<file path="config.mk">
export PLATFORM = sky130hd
export DESIGN_NAME = hub_slot_arbiter_flat
export DESIGN_NICKNAME = d
export VERILOG_FILES = /design/src/rtl/hub_slot_arbiter_if.sv /design/src/rtl/hub_slot_arbiter.sv /design/src/flat_wrapper.sv
export SDC_FILE = /design/constraint.sdc
export NUM_CORES = 1
export LEC_CHECK = 0
export BUFFER_PORTS_ARGS = -buffer_cell sky130_fd_sc_hd__buf_4
export CAP_MARGIN = 10
export CORE_AREA = 2 2 213 215
export CTS_CLUSTER_SIZE = 12
export DETAILED_ROUTE_END_ITERATION = 6
export DIE_AREA = 0 0 215 217
export GPL_TIMING_DRIVEN = 0
export HOLD_SLACK_MARGIN = 0.12
export REMOVE_ABC_BUFFERS = 1
export SYNTH_ARGS = -nofsm -noshare
export SYNTH_HDL_FRONTEND = slang
export SYNTH_SLANG_ARGS = --single-unit
export TNS_END_PERCENT = 1
</file>
<file path="constraint.sdc">
create_clock -name clk_cog -period 3.6 [get_ports clk_cog]
set_input_delay 0.72 -clock clk_cog [delete_from_list [all_inputs] [get_ports clk_cog]]
set_output_delay 0.72 -clock clk_cog [all_outputs]
set_load 0.005 [all_outputs]
</file>
<file path="src/rtl/hub_slot_arbiter_if.sv">
`default_nettype none
// +--------------------------------------------------------------------+
// | hub_slot_arbiter_if : cog-side and hub-memory-side bus bundle      |
// | Rev 1.0                                                             |
// +--------------------------------------------------------------------+
interface hub_slot_arbiter_if #(
  parameter int COGS   = 8,
  parameter int ADDR_W = 16
);
  localparam int SLOT_W = $clog2(COGS);

  logic                   ena_bus;
  logic [COGS-1:0]        req;
  logic [COGS-1:0]        wr;
  logic [2*COGS-1:0]      sz;
  logic [ADDR_W*COGS-1:0] addr;
  logic [32*COGS-1:0]     wdata;

  logic                   mem_w;
  logic [3:0]             mem_wb;
  logic [ADDR_W-3:0]      mem_a;
  logic [31:0]            mem_d;
  logic [31:0]            mem_q;

  logic [COGS-1:0]        ack;
  logic [31:0]            rdata;
  logic [SLOT_W-1:0]      slot;

  modport slave (
    input  ena_bus, req, wr, sz, addr, wdata, mem_q,
    output mem_w, mem_wb, mem_a, mem_d, ack, rdata, slot
  );

  modport master (
    output ena_bus, req, wr, sz, addr, wdata, mem_q,
    input  mem_w, mem_wb, mem_a, mem_d, ack, rdata, slot
  );
endinterface
`default_nettype wire

</file>
<file path="src/rtl/hub_slot_arbiter.sv">
`default_nettype none
// +--------------------------------------------------------------------+
// | hub_slot_arbiter : round-robin hub slot sequencer, 8 cogs          |
// | Optional lock bits on sz=11 when HUB_LOCK_EN is defined.           |
// | Rev 1.0                                                             |
// +--------------------------------------------------------------------+
module hub_slot_arbiter #(
  parameter int COGS   = 8,
  parameter int ADDR_W = 16
) (
  input  wire logic          clk_cog,
  input  wire logic          res,
  hub_slot_arbiter_if.slave  bus
);

  localparam int         SLOT_W    = $clog2(COGS);
  localparam logic [1:0] c_SZ_BYTE = 2'b00;
  localparam logic [1:0] c_SZ_WORD = 2'b01;
  localparam logic [1:0] c_SZ_LOCK = 2'b11;

  logic [ADDR_W-1:0] cog_addr  [COGS];
  logic [1:0]        cog_sz    [COGS];
  logic [31:0]       cog_wdata [COGS];

  genvar g;
  generate
    for (g = 0; g < COGS; g++) begin : g_unpack
      assign cog_addr[g]  = bus.addr[g*ADDR_W +: ADDR_W];
      assign cog_sz[g]    = bus.sz[g*2 +: 2];
      assign cog_wdata[g] = bus.wdata[g*32 +: 32];
    end
  endgenerate

  logic [SLOT_W-1:0] slot_q, slot_d;
  logic              pend_v_q, pend_v_d;
  logic [SLOT_W-1:0] pend_cog_q, pend_cog_d;
  logic [1:0]        pend_sz_q, pend_sz_d;
  logic [1:0]        pend_lane_q, pend_lane_d;
  logic              pend_wr_q, pend_wr_d;
  logic [COGS-1:0]   ack_q, ack_d;
  logic [31:0]       rdata_q, rdata_d;

  logic              cur_req;
  logic              cur_wr;
  logic [1:0]        cur_sz;
  logic [ADDR_W-1:0] cur_addr;
  logic [31:0]       cur_wdata;
  logic              cur_lock;
  logic              grant;

  assign cur_req   = bus.req[slot_q];
  assign cur_wr    = bus.wr[slot_q];
  assign cur_sz    = cog_sz[slot_q];
  assign cur_addr  = cog_addr[slot_q];
  assign cur_wdata = cog_wdata[slot_q];
  assign grant     = bus.ena_bus & cur_req;

`ifdef HUB_LOCK_EN
  logic [7:0] lock_q, lock_d;
  logic [2:0] pend_lid_q, pend_lid_d;
  assign cur_lock = (cur_sz == c_SZ_LOCK);
`else
  assign cur_lock = 1'b0;
`endif

  // Memory-side drive: purely combinational from the slot owner.
  always_comb begin
    bus.mem_wb = 4'b1111;
    bus.mem_d  = cur_wdata;
    case (cur_sz)
      c_SZ_BYTE: begin
        bus.mem_wb = 4'b0001 << cur_addr[1:0];
        bus.mem_d  = {4{cur_wdata[7:0]}};
      end
      c_SZ_WORD: begin
        bus.mem_wb = cur_addr[1] ? 4'b1100 : 4'b0011;
        bus.mem_d  = {2{cur_wdata[15:0]}};
      end
      default: begin
        bus.mem_wb = 4'b1111;
        bus.mem_d  = cur_wdata;
      end
    endcase
  end

  // The top half of the address space is ROM: the write is dropped, the ack is not.
  assign bus.mem_w = grant & cur_wr & ~cur_addr[ADDR_W-1] & ~cur_lock;
  assign bus.mem_a = cur_addr[ADDR_W-1:2];

  always_comb begin
    slot_d      = bus.ena_bus ? slot_q + 1'b1 : slot_q;
    pend_v_d    = grant;
    pend_cog_d  = pend_cog_q;
    pend_sz_d   = pend_sz_q;
    pend_lane_d = pend_lane_q;
    pend_wr_d   = pend_wr_q;
`ifdef HUB_LOCK_EN
    pend_lid_d  = pend_lid_q;
`endif
    if (grant) begin
      pend_cog_d  = slot_q;
      pend_sz_d   = cur_sz;
      pend_lane_d = cur_addr[1:0];
      pend_wr_d   = cur_wr;
`ifdef HUB_LOCK_EN
      pend_lid_d  = cur_addr[2:0];
`endif
    end
  end

  // Completion: one edge after the grant, independent of ena_bus.
  always_comb begin
    ack_d   = '0;
    rdata_d = rdata_q;
`ifdef HUB_LOCK_EN
    lock_d  = lock_q;
`endif
    if (pend_v_q) begin
      ack_d[pend_cog_q] = 1'b1;
      if (pend_wr_q) begin
        rdata_d = 32'h0;
      end else begin
        case (pend_sz_q)
          c_SZ_BYTE: begin
            case (pend_lane_q)
              2'd0:    rdata_d = {24'h0, bus.mem_q[7:0]};
              2'd1:    rdata_d = {24'h0, bus.mem_q[15:8]};
              2'd2:    rdata_d = {24'h0, bus.mem_q[23:16]};
              default: rdata_d = {24'h0, bus.mem_q[31:24]};
            endcase
          end
          c_SZ_WORD: rdata_d = pend_lane_q[1] ? {16'h0, bus.mem_q[31:16]}
                                              : {16'h0, bus.mem_q[15:0]};
          default:   rdata_d = bus.mem_q;
        endcase
      end
`ifdef HUB_LOCK_EN
      if (pend_sz_q == c_SZ_LOCK) begin
        rdata_d            = {31'h0, lock_q[pend_lid_q]};
        lock_d[pend_lid_q] = pend_wr_q;
      end
`endif
    end
  end

  always_ff @(posedge clk_cog) begin
    if (res) begin
      slot_q      <= '0;
      pend_v_q    <= 1'b0;
      pend_cog_q  <= '0;
      pend_sz_q   <= 2'b00;
      pend_lane_q <= 2'b00;
      pend_wr_q   <= 1'b0;
      ack_q       <= '0;
      rdata_q     <= 32'h0;
`ifdef HUB_LOCK_EN
      lock_q      <= 8'h00;
      pend_lid_q  <= 3'd0;
`endif
    end else begin
      slot_q      <= slot_d;
      pend_v_q    <= pend_v_d;
      pend_cog_q  <= pend_cog_d;
      pend_sz_q   <= pend_sz_d;
      pend_lane_q <= pend_lane_d;
      pend_wr_q   <= pend_wr_d;
      ack_q       <= ack_d;
      rdata_q     <= rdata_d;
`ifdef HUB_LOCK_EN
      lock_q      <= lock_d;
      pend_lid_q  <= pend_lid_d;
`endif
    end
  end

  assign bus.slot  = slot_q;
  assign bus.ack   = ack_q;
  assign bus.rdata = rdata_q;

endmodule
`default_nettype wire

</file>
<file path="src/flat_wrapper.sv">
// flat-port wrapper written by rule: the top's interface ports become plain ports
module hub_slot_arbiter_flat 
#(
  parameter int COGS   = 8,
  parameter int ADDR_W = 16
)
  (clk_cog, res, bus_ena_bus, bus_req, bus_wr, bus_sz, bus_addr, bus_wdata, bus_mem_q, bus_mem_w, bus_mem_wb, bus_mem_a, bus_mem_d, bus_ack, bus_rdata, bus_slot);
  hub_slot_arbiter_if #(.COGS(COGS), .ADDR_W(ADDR_W)) bus_i ();
  input  wire logic clk_cog;
  input  wire logic res;
  input wire logic [$bits(bus_i.ena_bus)-1:0] bus_ena_bus;
  input wire logic [$bits(bus_i.req)-1:0] bus_req;
  input wire logic [$bits(bus_i.wr)-1:0] bus_wr;
  input wire logic [$bits(bus_i.sz)-1:0] bus_sz;
  input wire logic [$bits(bus_i.addr)-1:0] bus_addr;
  input wire logic [$bits(bus_i.wdata)-1:0] bus_wdata;
  input wire logic [$bits(bus_i.mem_q)-1:0] bus_mem_q;
  output wire logic [$bits(bus_i.mem_w)-1:0] bus_mem_w;
  output wire logic [$bits(bus_i.mem_wb)-1:0] bus_mem_wb;
  output wire logic [$bits(bus_i.mem_a)-1:0] bus_mem_a;
  output wire logic [$bits(bus_i.mem_d)-1:0] bus_mem_d;
  output wire logic [$bits(bus_i.ack)-1:0] bus_ack;
  output wire logic [$bits(bus_i.rdata)-1:0] bus_rdata;
  output wire logic [$bits(bus_i.slot)-1:0] bus_slot;
  assign bus_i.ena_bus = bus_ena_bus;
  assign bus_i.req = bus_req;
  assign bus_i.wr = bus_wr;
  assign bus_i.sz = bus_sz;
  assign bus_i.addr = bus_addr;
  assign bus_i.wdata = bus_wdata;
  assign bus_i.mem_q = bus_mem_q;
  assign bus_mem_w = bus_i.mem_w;
  assign bus_mem_wb = bus_i.mem_wb;
  assign bus_mem_a = bus_i.mem_a;
  assign bus_mem_d = bus_i.mem_d;
  assign bus_ack = bus_i.ack;
  assign bus_rdata = bus_i.rdata;
  assign bus_slot = bus_i.slot;
  hub_slot_arbiter #(.COGS(COGS), .ADDR_W(ADDR_W)) u_core (.clk_cog(clk_cog), .res(res), .bus(bus_i));
endmodule
</file>
After elaboration in Yosys (flattened, before gate mapping)
Cells that the tools add are included.
{"block": "op_classes", "addsub": 1, "magnitude_cmp": 4, "n_eq_ne": 4, "shift": 1, "muxes": 22, "bitwise_logic": 6, "reduce_logical": 5}
{"cell": "$pmux W32 S2", "count": 2}
{"cell": "$bmux W32 S3", "count": 1}
{"cell": "$mux W32", "count": 3}
{"cell": "$bmux W16 S3", "count": 1}
{"cell": "$mux W16", "count": 3}
{"cell": "$pmux W8 S3", "count": 1}
{"cell": "$lt A3 B4 Y1 const B", "count": 2}
{"cell": "$pmux W4 S2", "count": 1}
{"cell": "$bmux W1 S3", "count": 2}
{"cell": "$bmux W2 S3", "count": 1}
{"cell": "$eq A2 B1 Y1 const B", "count": 3}
{"cell": "$logic_not A2 Y1", "count": 3}
{"cell": "$ge A4 B4 Y1 const B", "count": 1}
{"cell": "$mux W2", "count": 2}
{"cell": "$mux W4", "count": 1}
{"cell": "$not A3 Y4", "count": 1}
{"cell": "$shl A1 B2 Y4 const A", "count": 1}
{"cell": "$add A3 B1 Y3 const B", "count": 1}
{"cell": "$and A1 B1 Y1", "count": 3}
{"cell": "$demux W1 S3", "count": 1}
{"cell": "$ge A3 B1 Y1 const B", "count": 1}
{"cell": "$mux W1", "count": 3}
{"cell": "$eq A2 B2 Y1 const B", "count": 1}
{"cell": "$not A1 Y1", "count": 2}
{"cell": "2 further kinds", "count": 2}
{"block": "word_totals", "register_bits": 52, "word_cells": 51}

Logic depth before layout (Yosys ltp)
Gate-level depths: netlist (run 1).
{"block": "logic_depth", "ltp_word": 6, "depth_mapped": 7, "ltp_nobuf": 4}

Least setup slack after synthesis (run 1)
No wires, ideal clock.
{"block": "synth_path", "path_type": "input-to-output", "startpoint": "input port bus_sz[15]", "endpoint": "output port bus_mem_d[13]", "arrival_ns": 1.955, "t_required_ns": 2.880, "path_slack_ns": 0.925, "stages": 5, "cell_sequence": "mux4_2 mux2i_1 buf_4 nand2_2 mux2_1"}
{"block": "synth_between", "elab_chain_cells": 5, "word_cells_on_any_way": 6, "cone_classes": "eq/ne (1); mux (4); reduce/logical (1)"}
{"element": "start: declaration", "line": "flat_wrapper.sv:14", "text": "input wire logic [$bits(bus_i.sz)-1:0] bus_sz;"}
{"element": "$bmux W2 S3 (*)", "line": "hub_slot_arbiter.sv:53", "text": "assign cur_sz = cog_sz[slot_q];"}
{"element": "$mux W2 (implied by the code) (*) (2 in series)", "line": "hub_slot_arbiter.sv:53"}
{"element": "$eq A2 B1 Y1 or $logic_not A2 Y1 (tied branches)", "line": "hub_slot_arbiter.sv:70", "text": "case (cur_sz)"}
{"element": "$pmux W32 S2 (*)", "line": "hub_slot_arbiter.sv:70"}
{"element": "end: declaration", "line": "flat_wrapper.sv:21", "text": "output wire logic [$bits(bus_i.mem_d)-1:0] bus_mem_d;"}
Mark *: on every way between the ends. The rest lies on a longest branch, timed or not. The select of a mux whose other input is x is not followed.

Worst setup path after layout (run 1)
{"block": "layout_path", "startpoint": "register u_core.slot_q[2], in the netlist u_core.bus.slot[2]", "endpoint": "output port bus_mem_d[28]"}
{"block": "layout_between", "elab_chain_cells": 6, "word_cells_on_any_way": 10, "cone_classes": "eq/ne (1); mux (7); bitwise (1); reduce/logical (1)"}
{"element": "start: declaration", "line": "hub_slot_arbiter.sv:34", "text": "logic [SLOT_W-1:0] slot_q, slot_d;"}
{"element": "start signal: assignment", "line": "hub_slot_arbiter.sv:161", "text": "slot_q <= slot_d;"}
{"element": "$not A3 Y4 (implied by the code) (*)", "line": "hub_slot_arbiter.sv:53, hub_slot_arbiter.sv:55"}
{"element": "$bmux W2 S3", "line": "hub_slot_arbiter.sv:53"}
{"element": "$mux W2 (implied by the code) (2 in series)", "line": "hub_slot_arbiter.sv:53"}
{"element": "$eq A2 B1 Y1 or $logic_not A2 Y1 (tied branches)", "line": "hub_slot_arbiter.sv:70"}
{"element": "$pmux W32 S2 (*)", "line": "hub_slot_arbiter.sv:70"}
Marked as above.

==> results of run 1 <==
## per-layer routing
| layer | part of all wire | routed length, um | track usage |
|---|---|---|---|
| met2 | 0.52 | 18000 | 0.248 |
| met1 | 0.38 | 13300 | 0.164 |
| met5 | 0 | 0 | 0 |
| met4 | 0.028 | 968 | 0.0497 |
| met3 | 0.071 | 2460 | 0.0321 |
## synthesized netlist by cell type, types with 3 or more instances
| master | n | area [sq um] |
|---|---|---|
| mux4_2 | 105 | 2360 |
| mux2_2 | 53 | 597 |
| dfxtp_1 | 52 | 1040 |
| nor2_1 | 38 | 143 |
| a21oi_1 | 29 | 145 |
| nand2_1 | 22 | 82.6 |
| buf_4 | 21 | 158 |
| clkbuf_1 | 21 | 78.8 |
| mux2i_1 | 20 | 200 |
| a22oi_1 | 17 | 128 |
| buf_2 | 16 | 80.1 |
| o21ai_0 | 15 | 75.1 |
| a211oi_1 | 12 | 90.1 |
| nor2b_1 | 11 | 68.8 |
| nand2b_1 | 9 | 56.3 |
| a222oi_1 | 8 | 80.1 |
| buf_6 | 7 | 78.8 |
| nand3b_1 | 7 | 52.6 |
| o221ai_1 | 7 | 61.3 |
| nor3_1 | 5 | 25.0 |
| inv_1 | 4 | 15.0 |
| mux2_1 | 3 | 33.8 |
## metrics by stage
| step | setup TNS [ns] | std cells | power [mW] | cell area, sq um | hold WS (ns) |
|---|---|---|---|---|---|
| 3_5_place_dp | -14.23 | 1588 | 2.15 | 10400 | 0.458 |
| 3_3_place_gp | -303.53 | 1581 | 2.20 | 10300 | 0.455 |
| 6_report | 0 | 1621 | 2.75 | 10900 | 0.466 |
| 2_1_floorplan | -139.44 | 437 | 1.35 | 5430 | 0.455 |
| 4_1_cts | 0 | 1607 | 2.77 | 10900 | 0.469 |
| 5_1_grt | 0 | 1619 | 2.91 | 10900 | 0.491 |
## sequential cells by signal, summed over array words and instances, names as in the netlist
name and count:
u_core.bus.rdata 32, u_core.pend_sz_q 2, u_core.bus.ack 8, u_core.pend_cog_q 3
u_core.bus.slot 3, u_core.pend_lane_q 2, u_core.pend_v_q 1, u_core.pend_wr_q 1
## report_power, final
part,internal (mW),switching [mW]
clock network,0.299,0.206
registers,0.597,0.0375
logic,0.969,0.643
## worst reg2reg max path: stages, from the launching register on
cell and delay (ns):
dfxtp_4 0.60, buf_16 0.29, mux4_2 0.41, o2bb2ai_1 0.43
nor2_1 0.14, a211oi_1 0.27
## area by class of cell
class	count	area [sq um]
fill	4902	33800
timing repair buffer	568	4540
multi-input combinational	381	4400
sequential	52	1050
tap	600	751
clock buffer	7	154
antenna	8	20.0
inverter	4	15.0
clock inverter	1	5.00
## logic make-up after synthesis
| kind of cell | after synthesis | synth area share |
|---|---|---|
| buffers and inverters | 73 | 0.0764 |
| AO/OA/AOI/OAI | 94 | 0.108 |
| AND/OR/NAND/NOR | 102 | 0.0839 |
| XOR/XNOR | 2 | 0.00299 |
| flip-flops | 52 | 0.178 |
| adder cells (fa/ha/maj) | 1 | 0.00213 |
| multiplexers | 182 | 0.549 |
## repair_timing
| item | in CTS | in global routing |
|---|---|---|
| resized for setup | 3 | 0 |
| hold buffers | 0 | 0 |
| cloned | 4 | 1 |
| buffers inserted | 7 | 5 |
| endpoints found under the setup margin | 29 | 2 |
## final timing paths
| kind | endpoint | slack (ns) | cells past startpoint |
|---|---|---|---|
| setup / recovery | bus_mem_d[28] | 0.13 | 8 |
| setup reg to reg | u_core.pend_sz_q[0]$_SDFFE_PP0N_ | 1.36 | 5 |
| hold reg to reg | u_core.bus.rdata[7]$_SDFFE_PP0P_ | 0.47 | 2 |
| hold / removal | u_core.bus.rdata[7]$_SDFFE_PP0P_ | 0.47 | 2 |
==> metrics.yaml, run 1 <==
run_status:
  status: "completed"
logic_synthesis:
  syn_inst: 506
  synthArstFlopShare: 0
  ys_types: 42
  synthesis.area_sq_um: 5860
  syn_area_per_cell_sq_um: 11.6
  ys_ff_latch: 52
  synth_edf_count: 0
  ys.warnings.count: 0
  synth_top_flop_cell: "dfxtp_1"
  ys_seq_area_frac: 0.178
global_route:
  antenna_found_initial: 8
  grt_pass1_wl_mm: 48.0
  grt.overflow.total: 0
  grt_pass1_vias: 7147
  grt_use_total: 0.139
  grt_max_degree: 62
floorplanning:
  num_rows: 78
  dieArea_sq_um: 46700
  dieHeight_um: 217
  die_width_um: 215
  initial_core_util: 0.131
  core_area_sq_um: 44700
  pin_count: 545
clock_tree:
  cts_buffers: 5
  clockBufferDepth: 2
  cts-root-buf: "clkbuf_16"
  cts.sinks: 52
  cts_tree: "built"
  h-tree-depth: 2
  clk_latency_ns: 0.29
  clk_pin_slew_ns: 0.07
setup_path:
  critPathArrivalTime_ns: 2.75
  cp-end-kind: "primary output"
  crit_required_ns: 2.88
  timing.rr.start: "u_core.bus.slot[2]$_SDFFE_PP0P_"
  crit_buf_inv: 4
  critPathLaunch: "u_core.bus.slot[2]$_SDFFE_PP0P_"
  cp_top_family: "buffers and inverters"
  cp_max_fo: 50
  start_kind: "register"
  critical_path.cell_chain: "buf_16 > mux4_2 > mux2i_4 > buf_12 > buf_6 > mux2i_1 > a21oi_1 > buf_4"
  cp_slowest_cell: "dfxtp_4"
  slowest_delay_ns: 0.60
  critical_path_class: "reg -> out"
sta:
  min_period_over_period: 0.965
  hold_viol: 0
  min_period_ns: 3.47
  worst_slew_pin_slew_ns: 1.04
  slew-limit-headroom: 0.305
  setup_viol: 0
  slew_violations: 0
  rsz0062_at_grt: "no"
  max_freq_ghz: 0.288
  skew_ns: 0.00608
  fin_ws_ns: 0.125
pwr:
  power_density_nw_per_um2: 251
  peakVddDrop_v: 0.000168
  p_leak_nw: 4.53
cells_and_area:
  area_growth_syn_to_layout_pct: 86.7
  layout-drive-gt1-share: 0.732
  nNetsFinal: 1464
  fin_util: 0.245
  mostFrequentLayoutCell: "buf_4"
  final_cell_mix: "551 x buf_4, 105 x mux4_2, 53 x mux2_2"
min_path:
  min_from: "u_core.bus.rdata[7]$_SDFFE_PP0P_"
  holdCritPathClass: "reg -> reg"
job:
  drv_cap: 0
routing:
  wl_per_cell_um: 21.4
  avgViaCountPerCell: 4.24
  vias: 6872
  first_iter_violations: 445
  wl_mm: 34.7
  drc: 0
  dr.pass1.iters: 5
  drtAntennaViolNets: 0
placed_design:
  pre_cts_slack_ns: -1.14
  place_congestion: 0.936
  dp_hpwl_mm: 27.2
  numPortBuffers: 544
(Power assumes the default switching activity.)
==> run 2: changes to the inputs <==
==> constraint.sdc (replaced) <==
create_clock -name clk_cog -period 3.6 [get_ports clk_cog]
set_input_delay 0.36 -clock clk_cog [delete_from_list [all_inputs] [get_ports clk_cog]]
set_output_delay 0.36 -clock clk_cog [all_outputs]
set_load 0.005 [all_outputs]
==> run 2 against run 1 <==
Net effect:
- total power is 3.0% lower
- utilization fell by 0.47 points
- highest routed layer unchanged
- routed wire length decreased by 5.5%
- sequential cell count unchanged
- hold slack worse by 0.16 ns
- global-route usage shrank 0.91 points
- largest power group unchanged
- critical path type unchanged
- critical path depth did not move
- clock power about the same
- sequential share of layout area grew 0.19 points
- cell area decreased by 1.9%
- maximum frequency rose by 3.8%
- sequential power rose by 1%
==> metrics.yaml, run 2 (synthesized netlist as in run 1, its figures left out) <==
run_status:
  status: "completed"  # unchanged
global_route:
  grt_use_total: 0.130  # was 0.139
  grt_pass1_wl_mm: 45.6  # was 48.0 mm
  grt.busiest_layer: "met2"  # unchanged
  grt.overflow.total: 0  # unchanged
  gr-usage-met2: 0.228  # was 0.248
  met3_usage: 0.0310  # was 0.0321
  antenna_found_initial: 9  # was 8
  grtUsageMet1: 0.153  # was 0.164
  grt_pass1_vias: 7003  # was 7,147
  grt_max_degree: 62  # unchanged
sta:
  tns_ns: 0  # unchanged
  skew_ns: 0.00634  # was 0.00608 ns
  slew-limit-headroom: 0.308  # was 0.305
  worst_slew_pin_slew_ns: 1.04  # about the same
  rsz0062_at_grt: "no"  # unchanged
  setup_viol: 0  # unchanged
  hold_viol: 0  # unchanged
  slew_violations: 0  # unchanged
  min_period_ns: 3.35  # was 3.47 ns
  min_period_over_period: 0.930  # was 0.965
  max_freq_ghz: 0.299  # was 0.288 GHz
setup_path:
  cp_common_cell: "buf_16"
  critical_path_class: "reg -> out"  # unchanged
  cp_slowest_cell: "mux4_2"  # was dfxtp_4
  slowest_delay_ns: 0.56  # was 0.60 ns
  critPathArrivalTime_ns: 2.99  # was 2.75 ns
  critical_path.cell_chain: "buf_16 > buf_16 > mux4_2 > mux2i_4 > buf_12 > nand2_4 > mux2_1 > buf_4"  # was buf_16 > mux4_2 > mux2i_4 > buf_12 > buf_6 > mux2i_1 > a21oi_1 > buf_4
  cp-end-kind: "primary output"  # unchanged
  start_kind: "register"  # unchanged
  crit_buf_inv: 4  # unchanged
  ff2ff_setup_slack_ns: 1.10  # was 1.36 ns
  cp_top_family: "multiplexers"  # was buffers and inverters
  cp_max_fo: 49  # was 50
  crit_required_ns: 3.24  # was 2.88 ns
floorplanning:
  dieArea_sq_um: 46700  # unchanged
  die_width_um: 215  # unchanged
  pin_count: 545  # unchanged
  dieHeight_um: 217  # unchanged
  initial_core_util: 0.131  # unchanged
  core_area_sq_um: 44700  # unchanged
  num_rows: 78  # unchanged
job:
  drv_cap: 0  # unchanged
routing:
  dr.pass1.iters: 5  # unchanged
  first_iter_violations: 359  # was 445
  wl_per_cell_um: 20.4  # was 21.4 um
  vias: 6721  # was 6,872
  avgViaCountPerCell: 4.18  # was 4.24
  drtAntennaViolNets: 0  # unchanged
  wl_mm: 32.8  # was 34.7 mm
  drc: 0  # unchanged
placed_design:
  numPortBuffers: 544  # unchanged
  dp_hpwl_mm: 27.2  # unchanged
  place_congestion: 0.936  # unchanged
  placed_area_sq_um: 10400  # unchanged
cells_and_area:
  fin_util: 0.240  # was 0.245
  largest_reg_flops: 32  # unchanged
  design_area_sq_um: 10700  # was 10,900 sq um
  register_area_sq_um: 1050  # unchanged
  mostFrequentLayoutCell: "buf_4"  # unchanged
  multi_input_comb_area_sq_um: 4390  # was 4400 sq um
  n_fill_cell: 4923  # was 4,902
  final_cell_mix: "545 x buf_4, 105 x mux4_2, 53 x mux2_2"  # was 551 x buf_4, 105 x mux4_2, 53 x mux2_2
  nNetsFinal: 1453  # was 1,464
  layout-drive-gt1-share: 0.730  # was 0.732
  area_growth_syn_to_layout_pct: 83.1  # was 86.7%
clock_tree:
  cts.sinks: 52  # unchanged
  cts_buffers: 5  # unchanged
  h-tree-depth: 2  # unchanged
  cts_tree: "built"  # unchanged
  cts_hold_buf: 0  # unchanged
  clockBufferDepth: 2  # unchanged
  clk_pin_slew_ns: 0.07  # about the same
  cts-root-buf: "clkbuf_16"  # unchanged
  clk_latency_ns: 0.29  # about the same
pwr:
  power_density_nw_per_um2: 249  # was 251 nW/um^2
  p_total_mw: 2.67  # was 2.75 mW
  p_leak_nw: 4.42  # was 4.53 nW
  peakVddDrop_v: 0.000166  # was 0.000168 V
min_path:
  holdCritPathClass: "in -> reg"  # was reg -> reg
## run 2: cell count changes in the layout (fill, tap and decap cells not counted)
cell / change
nand2_8: -1
bufbuf_16: -4
buf_4: -6
buf_8: +1
nand2_4: +1
buf_16: -1
buf_6: -1
diode_2: -1
## run 2: per-layer routing
metal	wire, um	vias up
met5	0	-
met4	1100	0
met3	2430	38
met2	16800	347
met1	12500	3297
li1	-	3039
## run 2: path summary, 6_finish.rpt
| kind | startpoint | to | cells after the start |
|---|---|---|---|
| max reg2reg | u_core.bus.slot[1]$_SDFFE_PP0P_ | u_core.pend_sz_q[0]$_SDFFE_PP0N_ | 5 |
| min | bus_mem_q[29] | u_core.bus.rdata[29]$_SDFFE_PP0P_ | 3 |
| max | u_core.bus.slot[0]$_SDFFE_PP0P_ | bus_mem_d[13] | 8 |
| min reg2reg | u_core.bus.rdata[7]$_SDFFE_PP0P_ | u_core.bus.rdata[7]$_SDFFE_PP0P_ | 2 |
## run 2: layout make-up
| cell class | instances | area share |
|---|---|---|
| Sequential cell | 52 | 0.0980 |
| Clock inverter | 1 | 0.000466 |
| Antenna cell | 7 | 0.00163 |
| Inverter | 4 | 0.00140 |
| Multi-Input combinational cell | 381 | 0.409 |
| Clock buffer | 7 | 0.0143 |
| Timing Repair Buffer | 557 | 0.405 |
| Tap cell | 600 | 0.0699 |
## run 2: worst reg2reg max path: cells and delay by family, from the launching register on
family                 cells  cell delay [ns]
AOI/OAI and AO/OA          2             0.71
DFF                        1             0.63
muxes                      1             0.59
and+or+nand+nor            1             0.14
buffers and inverters      1             0.35
## run 2: stage by stage
| stage | hold WS [ns] | cells | setup WS, ns |
|---|---|---|---|
| after global placement | 0.455 | 1581 | -7.56 |
| after CTS | 0.306 | 1600 | 0.0260 |
| after detailed placement | 0.458 | 1588 | -0.782 |
| after floorplan | 0.429 | 437 | -3.16 |
| final | 0.309 | 1609 | 0.252 |
| after global routing | 0.320 | 1608 | 0.0546 |
## run 2: timing repair
item                                    in CTS  in global routing
resized for setup                            3                  0
endpoints found under the setup margin      23                 10
gates cloned                                 0                  1
buffers inserted                             4                  1
## run 2: power breakdown
part / leakage (nW) / internal (mW) / switching (mW)
clock: 0.0791 / 0.299 / 0.203
sequential: 0.424 / 0.597 / 0.0461
combinational: 3.92 / 0.922 / 0.604
total: 4.42 / 1.82 / 0.852
==> run 3: changes to the inputs <==
--- a/config.mk
+++ b/config.mk
@@ -7,10 +7,10 @@
 export LEC_CHECK = 0
 export BUFFER_PORTS_ARGS = -buffer_cell sky130_fd_sc_hd__buf_4
 export CAP_MARGIN = 10
-export CORE_AREA = 2 2 213 215
+export CORE_AREA = 2 2 210 212
 export CTS_CLUSTER_SIZE = 12
 export DETAILED_ROUTE_END_ITERATION = 6
-export DIE_AREA = 0 0 215 217
+export DIE_AREA = 0 0 212 214
 export GPL_TIMING_DRIVEN = 0
 export HOLD_SLACK_MARGIN = 0.12
 export REMOVE_ABC_BUFFERS = 1
==> constraint.sdc (replaced) <==
create_clock -name clk_cog -period 4.25 [get_ports clk_cog]
set_input_delay 0.425 -clock clk_cog [delete_from_list [all_inputs] [get_ports clk_cog]]
set_output_delay 0.425 -clock clk_cog [all_outputs]
set_load 0.005 [all_outputs]
==> run 3 against run 2 <==
Net effect:
- sequential power is 14% lower
- first-iteration DRC count is 22% higher
- total power is 15% lower
- global-route usage is 1.4 points higher
- hold slack better by 0.057 ns
- non-clock buffer count is 3 lower
- combinational power is 18% lower
- cell area is 0.62% lower
- clock power is 10% lower
- setup slack worse by 0.017 ns
- critical path type unchanged
- critical endpoint is now bus_mem_d[12]
- largest cell class unchanged
==> metrics.yaml, run 3 (synthesized netlist as in run 1, its figures left out) <==
clock_tree:
  clockBufferDepth: 2  # unchanged
  cts_buffers: 5  # unchanged
  cts.sinks: 52  # unchanged
  cts-root-buf: "clkbuf_16"  # unchanged
  cts_hold_buf: 0  # unchanged
  cts_tree: "built"  # unchanged
  clk_latency_ns: 0.30  # was 0.29 ns
  clk_pin_slew_ns: 0.07  # about the same
  h-tree-depth: 2  # unchanged
cells_and_area:
  largest_reg_flops: 32  # unchanged
  design_area_sq_um: 10700  # about the same
  area_growth_syn_to_layout_pct: 82.0  # was 83.1%
  n_fill_cell: 4569  # was 4,923
  mostFrequentLayoutCell: "buf_4"  # unchanged
  final_cell_mix: "546 x buf_4, 105 x mux4_2, 53 x mux2_2"  # was 545 x buf_4, 105 x mux4_2, 53 x mux2_2
  nNetsFinal: 1450  # was 1,453
  layout-drive-gt1-share: 0.730  # about the same
floorplanning:
  dieHeight_um: 214  # was 217 um
  die_width_um: 212  # was 215 um
  dieArea_sq_um: 45400  # was 46,700 sq um
  core_area_sq_um: 42900  # was 44,700 sq um
  num_rows: 76  # was 78
  pin_count: 545  # unchanged
  initial_core_util: 0.137  # was 0.131
sta:
  fin_ws_ns: 0.235  # was 0.252 ns
  rsz0062_at_grt: "no"  # unchanged
  max_freq_ghz: 0.249
  worst_slew_pin_slew_ns: 1.03  # was 1.04 ns
  slew-limit-headroom: 0.314  # was 0.308
  setup_viol: 0  # unchanged
  hold_viol: 0  # unchanged
  skew_ns: 0.00729  # was 0.00634 ns
  min_period_ns: 4.02
  min_period_over_period: 0.945
  slew_violations: 0  # unchanged
global_route:
  grt_max_degree: 64  # was 62
  grt_use_total: 0.145  # was 0.130
  grt_pass1_vias: 7188  # was 7,003
  grt.overflow.total: 0  # unchanged
  antenna_found_initial: 16  # was 9
  grt_pass1_wl_mm: 47.7  # was 45.6 mm
setup_path:
  critPathArrivalTime_ns: 3.59  # was 2.99 ns
  crit_required_ns: 3.83  # was 3.24 ns
  critPathLaunch: "u_core.bus.slot[1]$_SDFFE_PP0P_"  # was u_core.bus.slot[0]$_SDFFE_PP0P_
  cp-end-kind: "primary output"  # unchanged
  crit_path_end: "bus_mem_d[12]"  # was bus_mem_d[13]
  worst-r2r-cell-count: 4  # was 5
  timing.rr.start: "u_core.bus.slot[1]$_SDFFE_PP0P_"  # unchanged
  start_kind: "register"  # unchanged
  r2r_end: "u_core.pend_sz_q[1]$_SDFFE_PP0N_"  # was u_core.pend_sz_q[0]$_SDFFE_PP0N_
  ff2ff_setup_slack_ns: 1.75  # was 1.10 ns
  cp_max_fo: 63  # was 49
  critical_path_class: "reg -> out"  # unchanged
pwr:
  p_leak_nw: 4.39  # was 4.42 nW
  power_density_nw_per_um2: 213  # was 249 nW/um^2
  peakVddDrop_v: 0.000137  # was 0.000166 V
placed_design:
  dp_hpwl_mm: 29.3  # was 27.2 mm
  place_congestion: 0.957  # was 0.936
  pre_cts_slack_ns: 0.193  # was -0.782 ns
  numPortBuffers: 544  # unchanged
  placed_area_sq_um: 10400  # about the same
min_path:
  holdCritPathClass: "in -> reg"  # unchanged
  holdPathStages: 3  # unchanged
routing:
  first_iter_violations: 438  # was 359
  wl_per_cell_um: 21.6  # was 20.4 um
  vias: 6651  # was 6,721
  drc: 0  # unchanged
  wl_mm: 34.3  # was 32.8 mm
  avgViaCountPerCell: 4.18  # about the same
  dr.pass1.iters: 5  # unchanged
  drtAntennaViolNets: 0  # unchanged
run_status:
  status: "completed"  # unchanged
job:
  drv_cap: 0  # unchanged
run 3: changes by cell type in the layout (fill, tap and decap cells not counted):
| cell | change |
|---|---|
| buf_12 | -2 |
| buf_16 | +1 |
| buf_4 | +1 |
| buf_6 | -2 |
| clkbuf_1 | -1 |
| clkbuf_16 | -1 |
| clkinv_2 | -1 |
| clkinvlp_4 | +1 |
| diode_2 | +1 |
| inv_6 | +1 |
| nand2_2 | +1 |
| nand2_4 | -1 |
run 3: timing repair:
item	4_1_cts	5_1_grt
endpoints found under the setup margin	8	0
gates resized for setup	0	0
setup buffers	4	0
run 3: per-stage QoR:
stage	power, mW	utilization	TNS, ns	hold slack [ns]	std cells
detailed placement	1.82	0.243	0	0.461	1572
global route	2.40	0.248	0	0.377	1588
CTS	2.31	0.248	0	0.358	1584
finish	2.27	0.249	0	0.366	1592
global placement	1.86	0.239	-245.23	0.460	1566
floorplan	1.15	-	-82.94	0.455	437
run 3: worst max-delay path, cell delays in order, from the launching register on:
cell and delay (ns):
dfxtp_4 0.71, buf_16 0.35, mux4_2 0.39, mux2i_4 0.62, nand2_2 0.48, mux2_2 0.48, buf_4 0.16
run 3: cell type report:
class,count,area (sq um),area share
timing repair buffer,554,4290,0.402
inverter,4,15.0,0.00141
tap,585,732,0.0686
clock buffer,6,150,0.0141
clock inverter,2,16.3,0.00152
sequential,52,1050,0.0987
antenna,8,20.0,0.00188
multi-input combinational,381,4390,0.411
run 3: how the worst min path moves through the flow:
stage / slack (ns) / from / to
floorplan: 0.46 / u_core.pend_cog_q[0]$_SDFFE_PP0N_ / u_core.pend_cog_q[0]$_SDFFE_PP0N_
global placement: 0.46 / u_core.bus.rdata[7]$_SDFFE_PP0P_ / u_core.bus.rdata[7]$_SDFFE_PP0P_
detailed placement: 0.46 / u_core.bus.rdata[3]$_SDFFE_PP0P_ / u_core.bus.rdata[3]$_SDFFE_PP0P_
CTS: 0.36 / bus_mem_q[27] / u_core.bus.rdata[27]$_SDFFE_PP0P_
global route: 0.38 / bus_mem_q[28] / u_core.bus.rdata[28]$_SDFFE_PP0P_
finish: 0.37 / bus_mem_q[27] / u_core.bus.rdata[27]$_SDFFE_PP0P_
run 3: routing by layer:
| layer | part of all wire | wire length [um] | up-vias | track usage |
|---|---|---|---|---|
| met2 | 0.53 | 18000 | 342 | 0.267 |
| met3 | 0.072 | 2460 | 28 | 0.0408 |
| met5 | 0.0025 | 86 | - | 0 |
| li1 | - | - | 3035 | - |
| met4 | 0.015 | 523 | 12 | 0.0296 |
| met1 | 0.39 | 13200 | 3234 | 0.164 |
run 3: power breakdown:
group | switching, mW | total (mW) | internal (mW)
Sequential | 0.0474 | 0.552 | 0.505
Clock | 0.194 | 0.451 | 0.257
Combinational | 0.493 | 1.26 | 0.772
Total | 0.734 | 2.27 | 1.53
